**src/rtl/pid_scorer_pkg.sv**
```systemverilog
// Shared types and constants for the 2-bit adder fitness scorer.
// Holds the FSM state encoding, the bit-parallel stimulus vectors, the
// expected adder outputs, and a helper giving the maximum score for a mask.
package pid_scorer_pkg;

    localparam int unsigned NUM_CASES = 16;
    localparam int unsigned SCORE_W   = 7;
    localparam int unsigned CNT_W     = 4;
    localparam int unsigned VEC_W     = 16;

    typedef enum logic [2:0] {
        ST_IDLE   = 3'd0,
        ST_DRIVE  = 3'd1,
        ST_SAMPLE = 3'd2,
        ST_COUNT  = 3'd3,
        ST_DONE   = 3'd4
    } state_t;

    // Case i sits on bit i: a = {i[3],i[2]}, b = {i[1],i[0]}
    localparam logic [VEC_W-1:0] STIM_A1 = 16'hFF00;
    localparam logic [VEC_W-1:0] STIM_A0 = 16'hF0F0;
    localparam logic [VEC_W-1:0] STIM_B1 = 16'hCCCC;
    localparam logic [VEC_W-1:0] STIM_B0 = 16'hAAAA;

    // Sum bits of a+b for every case; e1 is bit 1 of the 3-bit sum
    localparam logic [VEC_W-1:0] EXP_E0 = 16'h5A5A;
    localparam logic [VEC_W-1:0] EXP_E1 = 16'h936C;
    localparam logic [VEC_W-1:0] EXP_E2 = 16'hEC80;
    localparam logic [VEC_W-1:0] EXP_E3 = 16'h0000;

    localparam logic [3:0][VEC_W-1:0] EXP_VEC = {EXP_E3, EXP_E2, EXP_E1, EXP_E0};

    // 16 hits per enabled output
    function automatic logic [SCORE_W-1:0] max_score(input logic [3:0] mask);
        logic [SCORE_W-1:0] n;
        n = '0;
        for (int k = 0; k < 4; k++) begin
            n = n + SCORE_W'(mask[k]);
        end
        return n << 4;
    endfunction

endpackage

```
**src/rtl/pid_fitness_scorer_hit_count4.sv**
```systemverilog
// Masked match counter for one test case across the four candidate outputs.
// Ports: cap (sampled bits), expv (expected bits), mask (scoring enables),
//        hits_c (number of enabled bits where cap equals expv, 0..4).
module pid_hit_count4
    import pid_scorer_pkg::*;
(
    input  logic [3:0] cap,
    input  logic [3:0] expv,
    input  logic [3:0] mask,
    output logic [2:0] hits_c
);

    logic [3:0] match;

    always_comb begin
        match  = ~(cap ^ expv) & mask;
        hits_c = 3'(match[0]) + 3'(match[1]) + 3'(match[2]) + 3'(match[3]);
    end

endmodule

```
**src/rtl/pid_fitness_scorer.sv**
```systemverilog
// Fitness scorer for evolved 2-bit adder candidates: drives the stimulus
// vectors, samples the candidate's four outputs and counts matching bits
// against the adder truth table.
// Ports: clk/rst (sync, active high); start/busy/done handshake to the host;
//        score (hit count 0..64) and perfect (score at maximum), held after
//        done; a1,a0,b1,b0 stimulus to the candidate; y3..y0 candidate outputs.
// Optional: define PID_SCORER_ERRMAP_EN to add err_map[15:0], one bit per
//        test case flagging any mismatch on a scored output.
module pid_fitness_scorer
    import pid_scorer_pkg::*;
#(
    parameter int unsigned SETTLE   = 2,
    parameter logic [3:0]  OUT_MASK = 4'b0111
) (
    input  logic               clk,
    input  logic               rst,
    input  logic               start,
    output logic               busy,
    output logic               done,
    output logic [SCORE_W-1:0] score,
    output logic               perfect,
    output logic [VEC_W-1:0]   a1,
    output logic [VEC_W-1:0]   a0,
    output logic [VEC_W-1:0]   b1,
    output logic [VEC_W-1:0]   b0,
    input  logic [VEC_W-1:0]   y3,
    input  logic [VEC_W-1:0]   y2,
    input  logic [VEC_W-1:0]   y1,
    input  logic [VEC_W-1:0]   y0
`ifdef PID_SCORER_ERRMAP_EN
    ,
    output logic [VEC_W-1:0]   err_map
`endif
);

    state_t                 state;
    state_t                 state_next;
    logic [CNT_W-1:0]       cnt;
    logic [3:0][VEC_W-1:0]  cap;
    logic [3:0]             cap_bits;
    logic [3:0]             exp_bits;
    logic [2:0]             hits_c;
    logic                   busy_d;
    logic                   done_d;
    logic                   stim_d;

    // State register
    always_ff @(posedge clk) begin
        if (rst) state <= ST_IDLE;
        else     state <= state_next;
    end

    // Next-state logic; cnt counts settle cycles in DRIVE and cases in COUNT
    always_comb begin
        state_next = state;
        case (state)
            ST_IDLE:   if (start) state_next = ST_DRIVE;
            ST_DRIVE:  if (cnt == CNT_W'(SETTLE - 1)) state_next = ST_SAMPLE;
            ST_SAMPLE: state_next = ST_COUNT;
            ST_COUNT:  if (cnt == CNT_W'(NUM_CASES - 1)) state_next = ST_DONE;
            ST_DONE:   state_next = ST_IDLE;
            default:   state_next = ST_IDLE;
        endcase
    end

    // Output decode: values the output registers take at the next edge
    always_comb begin
        busy_d = (state_next != ST_IDLE);
        done_d = (state == ST_DONE);
        stim_d = (state_next == ST_DRIVE) || (state_next == ST_SAMPLE);
    end

    // Bit column under evaluation this COUNT cycle
    always_comb begin
        for (int k = 0; k < 4; k++) begin
            cap_bits[k] = cap[k][cnt];
            exp_bits[k] = EXP_VEC[k][cnt];
        end
    end

    pid_hit_count4 u_hits (
        .cap    (cap_bits),
        .expv   (exp_bits),
        .mask   (OUT_MASK),
        .hits_c (hits_c)
    );

    // Registered outputs, capture and score accumulation
    always_ff @(posedge clk) begin
        if (rst) begin
            busy    <= 1'b0;
            done    <= 1'b0;
            score   <= '0;
            perfect <= 1'b0;
            a1      <= '0;
            a0      <= '0;
            b1      <= '0;
            b0      <= '0;
            cnt     <= '0;
            cap     <= '0;
`ifdef PID_SCORER_ERRMAP_EN
            err_map <= '0;
`endif
        end else begin
            busy <= busy_d;
            done <= done_d;
            a1   <= stim_d ? STIM_A1 : '0;
            a0   <= stim_d ? STIM_A0 : '0;
            b1   <= stim_d ? STIM_B1 : '0;
            b0   <= stim_d ? STIM_B0 : '0;
            cnt  <= ((state_next != state) || (state == ST_IDLE)) ? '0 : cnt + CNT_W'(1);

            if ((state == ST_IDLE) && start) begin
                score   <= '0;
                perfect <= 1'b0;
`ifdef PID_SCORER_ERRMAP_EN
                err_map <= '0;
`endif
            end

            if (state == ST_SAMPLE) cap <= {y3, y2, y1, y0};

            if (state == ST_COUNT) begin
                score <= score + SCORE_W'(hits_c);
`ifdef PID_SCORER_ERRMAP_EN
                err_map[cnt] <= |((cap_bits ^ exp_bits) & OUT_MASK);
`endif
            end

            if (state == ST_DONE) perfect <= (score == max_score(OUT_MASK));
        end
    end

endmodule

```
**config.mk**
```make
export PLATFORM = sky130hd
export DESIGN_NAME = pid_fitness_scorer
export DESIGN_NICKNAME = d
export VERILOG_FILES = /design/src/rtl/pid_scorer_pkg.sv /design/src/rtl/pid_fitness_scorer_hit_count4.sv /design/src/rtl/pid_fitness_scorer.sv
export SDC_FILE = /design/constraint.sdc
export NUM_CORES = 1
export LEC_CHECK = 0
export BUFFER_PORTS_ARGS = -buffer_cell sky130_fd_sc_hd__buf_4
export CAP_MARGIN = 20
export CORE_MARGIN = 1.5
export CORE_UTILIZATION = 51
export DETAILED_ROUTE_END_ITERATION = 10
export GPL_ROUTABILITY_DRIVEN = 0
export MAX_ROUTING_LAYER = met4
export PLACE_DENSITY = 0.8
export SLEW_MARGIN = 5
export SYNTH_ARGS = -nofsm -noshare
export SYNTH_HDL_FRONTEND = slang
export SYNTH_HIERARCHICAL = 1
export SYNTH_SLANG_ARGS = --single-unit
```
**constraint.sdc**
```tcl
create_clock -name clk -period 5.1 [get_ports clk]
set_input_delay 0.255 -clock clk [delete_from_list [all_inputs] [get_ports clk]]
set_output_delay 0.255 -clock clk [all_outputs]
set_load 0.01 [all_outputs]
```
; Yosys cells after proc, flatten, opt, wreduce, memory -nomap -nowiden
; Memories as Yosys holds them, arrays and structs flattened. A register that Yosys moved wholly into a read port is not among the register bits.
; Index checks and enable logic that the tools add are counted.
[op_classes]
addsub = 4
bitwise_logic = 2
n_lt_le_gt_ge = 1
n_reduce_logical = 8
n_mux = 24
n_eq_ne = 10
[ops]
columns = op, count
row1 = $mux W16, 4
row2 = $mux W7, 2
row3 = $bmux W1 S4, 3
row4 = $mux W4, 3
row5 = $pmux W3 S4, 1
row6 = $eq A3 B2 Y1 const B, 3
row7 = $mux W3, 3
row8 = $mux W1, 8
row9 = $add A7 B3 Y7, 1
row10 = $eq A7 B6 Y1 const B, 1
row11 = $eq A3 B1 Y1 const B, 2
row12 = $lt A4 B5 Y1 const B, 1
row13 = $add A4 B1 Y4 const B, 1
row14 = $eq A4 B1 Y1 const B, 1
row15 = $eq A4 B4 Y1 const B, 1
row16 = $reduce_bool A2 Y1, 2
row17 = $add A3 B1 Y3, 1
row18 = $eq A3 B3 Y1 const B, 1
row19 = $logic_not A3 Y1, 1
row20 = $ne A3 B3 Y1, 1
row21 = $not A3 Y3, 1
row22 = $reduce_bool A3 Y1, 1
row23 = $xor A3 B3 Y3, 1
row24 = $add A1 B1 Y2, 1
row25 = 3 further kinds, 4
[word_totals]
output_inout_bits = 74
mem_bits_ro = 48
word_cells = 65
n_memories = 3
inputBits = 67
ff_bits = 129
[memory_table]
columns = memory, depth, width, read_ports, rd_clocked_by_memory_dff, wr, line
row1 = (name not given), 16, 1, 1, 1, 0, pid_fitness_scorer.sv:77  ; exp_bits[k] = EXP_VEC[k][cnt];
row2 = (name not given), 16, 1, 1, 1, 0, pid_fitness_scorer.sv:77
row3 = (name not given), 16, 1, 1, 1, 0, pid_fitness_scorer.sv:77

; Longest topological paths before layout
[depth]
ltp_word = 8
mapped_depth = 15
depth_no_buf = 14

; By module
; The synthesis kept the hierarchy.
[by_module_without_submodules]
columns = mod, area_each_um2, seq_area_each_um2, instances, cells_per_inst
row1 = pid_fitness_scorer, 4181.5, 1701.6, 1, 493
row2 = pid_hit_count4, 105.1, 0.0, 1, 11

; Worst setup path after synthesis
; OpenSTA, ideal clock, no wires.
[synth_path]
kind = reg2reg
start = register cnt[0]
end = register score[6]
setup_ps = 70
period_less_slack_ps = 3663
path_stages_with_launch = 15
path_buffers = 2
slack_ps = 1437
t_required_ps = 5030
arrival_time_ps = 3593
cell_sequence = dfxtp_1 > buf_6 > buf_6 > mux4_2 > o22ai_1 > a31oi_1 > xnor2_1 > and2_1 > fa_1 > ha_1 > ha_1 > fa_1 > a21oi_1 > o311ai_0 > a21oi_1
[synth_via]
elab_chain_cells = 8
word_cells_on_any_way = 12
cone_classes = add/sub: 3 / mux: 7 / bitwise: 2
[synth_lines]
columns = item, line
row1 = "start, declared", pid_fitness_scorer.sv:38  ; logic [CNT_W-1:0] cnt;
row2 = "start signal, assigned", pid_fitness_scorer.sv:111  ; cnt <= ((state_next != state) || (state == ST_IDLE)) ? '0 : cnt + CNT_W'(1);
row3 = $bmux W1 S4, pid_fitness_scorer.sv:76  ; cap_bits[k] = cap[k][cnt];
row4 = $mux W1 (implied by the code), pid_fitness_scorer.sv:76
row5 = via cap_bits[0], pid_fitness_scorer.sv:40  ; logic [3:0] cap_bits;
row6 = $xor A3 B3 Y3, pid_fitness_scorer_hit_count4.sv:16  ; match = ~(cap ^ expv) & mask;
row7 = $not A3 Y3, pid_fitness_scorer_hit_count4.sv:16
row8 = $add A1 B1 Y2, pid_fitness_scorer_hit_count4.sv:17  ; hits_c = 3'(match[0]) + 3'(match[1]) + 3'(match[2]) + 3'(match[3]);
row9 = $add A3 B1 Y3, pid_fitness_scorer_hit_count4.sv:17
row10 = via hits_c[1], pid_fitness_scorer.sv:42  ; logic [2:0] hits_c;
row11 = $add A7 B3 Y7, pid_fitness_scorer.sv:124  ; score <= score + SCORE_W'(hits_c);
row12 = $mux W7, pid_fitness_scorer.sv:123  ; if (state == ST_COUNT) begin
row13 = "end signal, assigned", pid_fitness_scorer.sv:124
row14 = "end, declared", pid_fitness_scorer.sv:20  ; output logic [SCORE_W-1:0] score,
; The timed path passes the listed nets, and every way through them passes these cells. The select of a mux whose other input is x is not followed.
; A chain may end at the register's enable or synchronous reset.

; Worst setup path in the final report
; Ends and elaborated chain as after synthesis.

==> out/qor.csv <==
stage;metric;value;unit
run_status;status;finished clean;
finish;most common cell after layout, fill and taps aside;nand2_1;
drt;vias;3406;
floorplanning;Core Rows;33;
sta;total negative slack;0;ps
synth;Cell variety after synth;46;
critical_path;crit start category;register;
clock_network;clock sink total;85;
drt;Iter 0 DRT Violations;147;
placement;hpwl dp;6.106;mm
clock_network;post-CTS setup buffers;0;
floorplanning;Starting Density;52.43;%
finish;fin nets;646;
clock_network;CTS clock-pin slew for the worst setup and hold paths;80;ps
synth;number of enable flip-flop cells after synthesis;0;
drt;wire length per cell;12.76;um
clock_network;clock latency at the later pin of the worst-skew pair;340;ps
finish;fin cells;678;
grt;vias in the first global route;3122;
synth;cell area after synthesis;4287;um^2
finish;commonest cells after routing, fill and taps aside;nand2_1 (136), buf_4 (109), dfxtp_1 (85), a21oi_1 (73), conb_1 (37);
drt;via/cell ratio;5.024;
sta;Final Hold Vio Count;0;
finish;share of layout cells above drive strength 1;25.83;%
finish;fillers;732;
drt;final wirelength;8.650;mm
finish;post-route cell area;4980;um^2
clock_network;CTS Buf Count;9;
sta;Least-Margin Pin Slew;873.3;ps
finish;n_diodes;0;
finish;P&R area growth vs syn;16.17;%
synth;share of flip-flops with an asynchronous set or reset;0;%
synth;Yosys warnings;6;
placement;DP Cell Count;661;
floorplanning;die width;94.68;um
critical_path;CP arrival;4270;ps
clock_network;Clock Tree Root;clkbuf_8;
sta;fin crit share;78.55;%
floorplanning;core area;8175;um^2
grt;GRT Resource Usage Total;20.35;%
sta;Slew Limit Fails;0;
critical_path;critical path class;reg2reg;
sta;slew margin rel.;41.70;%
critical_path;WP data required;5370;ps
floorplanning;Die H;94.68;um
clock_network;post-cts sizing count;0;
drt;DRC violations left;0;
placement;total placed instance area;4775;um^2
sta;Fmax achieved;0.2496;GHz
clock_network;CTS tree;built;
placement;PortBufs;108;
sta;skew final;8.999;ps
critical_path;CP endpoint kind;register;
clock_network;CTS max path bufs;2;
clock_network;hold buffer count at cts;0;
power;Max VDD drop;151.5;uV
synth;Avg Inst Size Synth;8.505;um^2
power;pwr/cell area;259.1;nW/um^2
grt;initial antenna violation count;0;
floorplanning;Die ar.;8964;um^2
sta;Finish-stage setup viols;0;
min_path;Hold Crit Class;in2reg;
grt;largest net degree at the start of global routing;78;
placement;Placement Setup Slack;1085;ps
sta;unrepaired setup endpoints after global routing;no;
clock_network;CTS H-Tree Depth;3;
grt;first-pass GRT wire length;13.81;mm
synth;#FFs+latches synth;85;
synth;Post-Syn Instances;504;
sta;PnR worst setup slack;1094;ps
critical_path;CP max FO;9;
drt;DRT antenna net count;0;
floorplanning;io pins;141;
grt;grt ovf;0;
synth;dominant synthesized flop cell;dfxtp_1;
power;Leak;2.009;nW
synth;register area share after synthesis;39.70;%
sta;min Tclk post-route;4006;ps
flow_run;Max Cap Viol;0;
drt;Pre-antenna DRT Iters;5;
==> path summary, 6_finish.rpt <==
| check | startpoint | endpoint | slack, ps | depth (start not counted) |
|---|---|---|---|---|
| hold / removal | y0[4] | cap[4] | 160 | 3 |
| setup / recovery | cnt[0] | score[6] | 1090 | 12 |
| hold reg to reg | cap[55] | cap[55] | 450 | 2 |
| setup reg to reg | cnt[0] | score[6] | 1090 | 12 |
==> per-stage QoR <==
stage               util [%]   power, W  hold WS (ps)
CTS                    60.58   0.001295         142.5
finish                 60.91   0.001290         155.4
detailed placement     58.40  0.0008753         446.0
floorplan                  -  0.0008372         391.0
global placement       58.16  0.0008705         440.4
global route           60.91   0.001346         145.3
==> where the power goes <==
part           switching [W]  total, W  internal [W]  leakage (nW)
registers          0.0000157  0.000691      0.000676         0.687
clock network       0.000227  0.000429      0.000201        0.0921
logic              0.0000820  0.000170     0.0000882          1.23
==> per-layer routing <==
metal | routed length, um | track usage (%) | part of all wire, %
met1 | 3920 | 25.73 | 45
met2 | 4006 | 32.44 | 46
met3 | 603 | 3.301 | 7.0
met4 | 120 | 8.209 | 1.4
met5 | 0 | - | 0
==> synthesized netlist by cell type, types with 3 or more instances <==
library cell | count | area [um^2]
nand2_1 | 136 | 510.5
dfxtp_1 | 85 | 1702
a21oi_1 | 73 | 365.4
buf_4 | 63 | 473.0
clkbuf_1 | 16 | 60.06
mux4_2 | 15 | 337.8
nor2_1 | 14 | 52.55
ha_1 | 9 | 112.6
nand3_1 | 8 | 40.04
buf_1 | 7 | 26.28
xnor2_1 | 7 | 61.31
and2_1 | 6 | 37.54
inv_1 | 6 | 22.52
o21ai_0 | 5 | 25.02
buf_6 | 4 | 45.04
a22oi_1 | 3 | 22.52
buf_2 | 3 | 15.01
mux2i_1 | 3 | 30.03
nor3b_1 | 3 | 22.52
or4_1 | 3 | 22.52
==> layout make-up <==
cell class | count | area (um^2) | share of cell area [%]
Inverter | 6 | 22.52 | 0.4523
Sequential cell | 85 | 1702 | 34.17
Tap cell | 105 | 131.4 | 2.638
Multi-Input combinational cell | 355 | 2081 | 41.78
Clock inverter | 4 | 22.52 | 0.4523
Clock buffer | 12 | 155.1 | 3.116
Timing Repair Buffer | 111 | 865.8 | 17.39
==> state kept, by name (all words and copies together) (netlist names) <==
signal and cells:
state 3, done 1, b0 1, score 7, exp_bits 3, perfect 1, cnt 4, cap 64
busy 1
==> worst max-delay path, cell delays in order (launching register included) <==
cell and delay (ps):
dfxtp_1 680, mux4_2 590, o22ai_1 190, a31oi_1 90
xnor2_1 160, and2_1 170, fa_1 450, ha_1 210
ha_1 320, fa_1 440, a21oi_1 280, o311ai_0 190
a21oi_1 150
==> kinds of logic after synthesis <==
| kind of cell | after synthesis | synth area share (%) |
|---|---|---|
| flip-flops | 85 | 39.70 |
| AND/OR/NAND/NOR | 183 | 18.21 |
| XOR/XNOR | 9 | 1.839 |
| multiplexers | 19 | 9.194 |
| buffers and inverters | 99 | 14.97 |
| other | 2 | 0.1752 |
| AO/OA/AOI/OAI | 96 | 12.35 |
| adder cells (fa/ha/maj) | 11 | 3.561 |
Note: power is estimated with default switching activity, not from simulation.
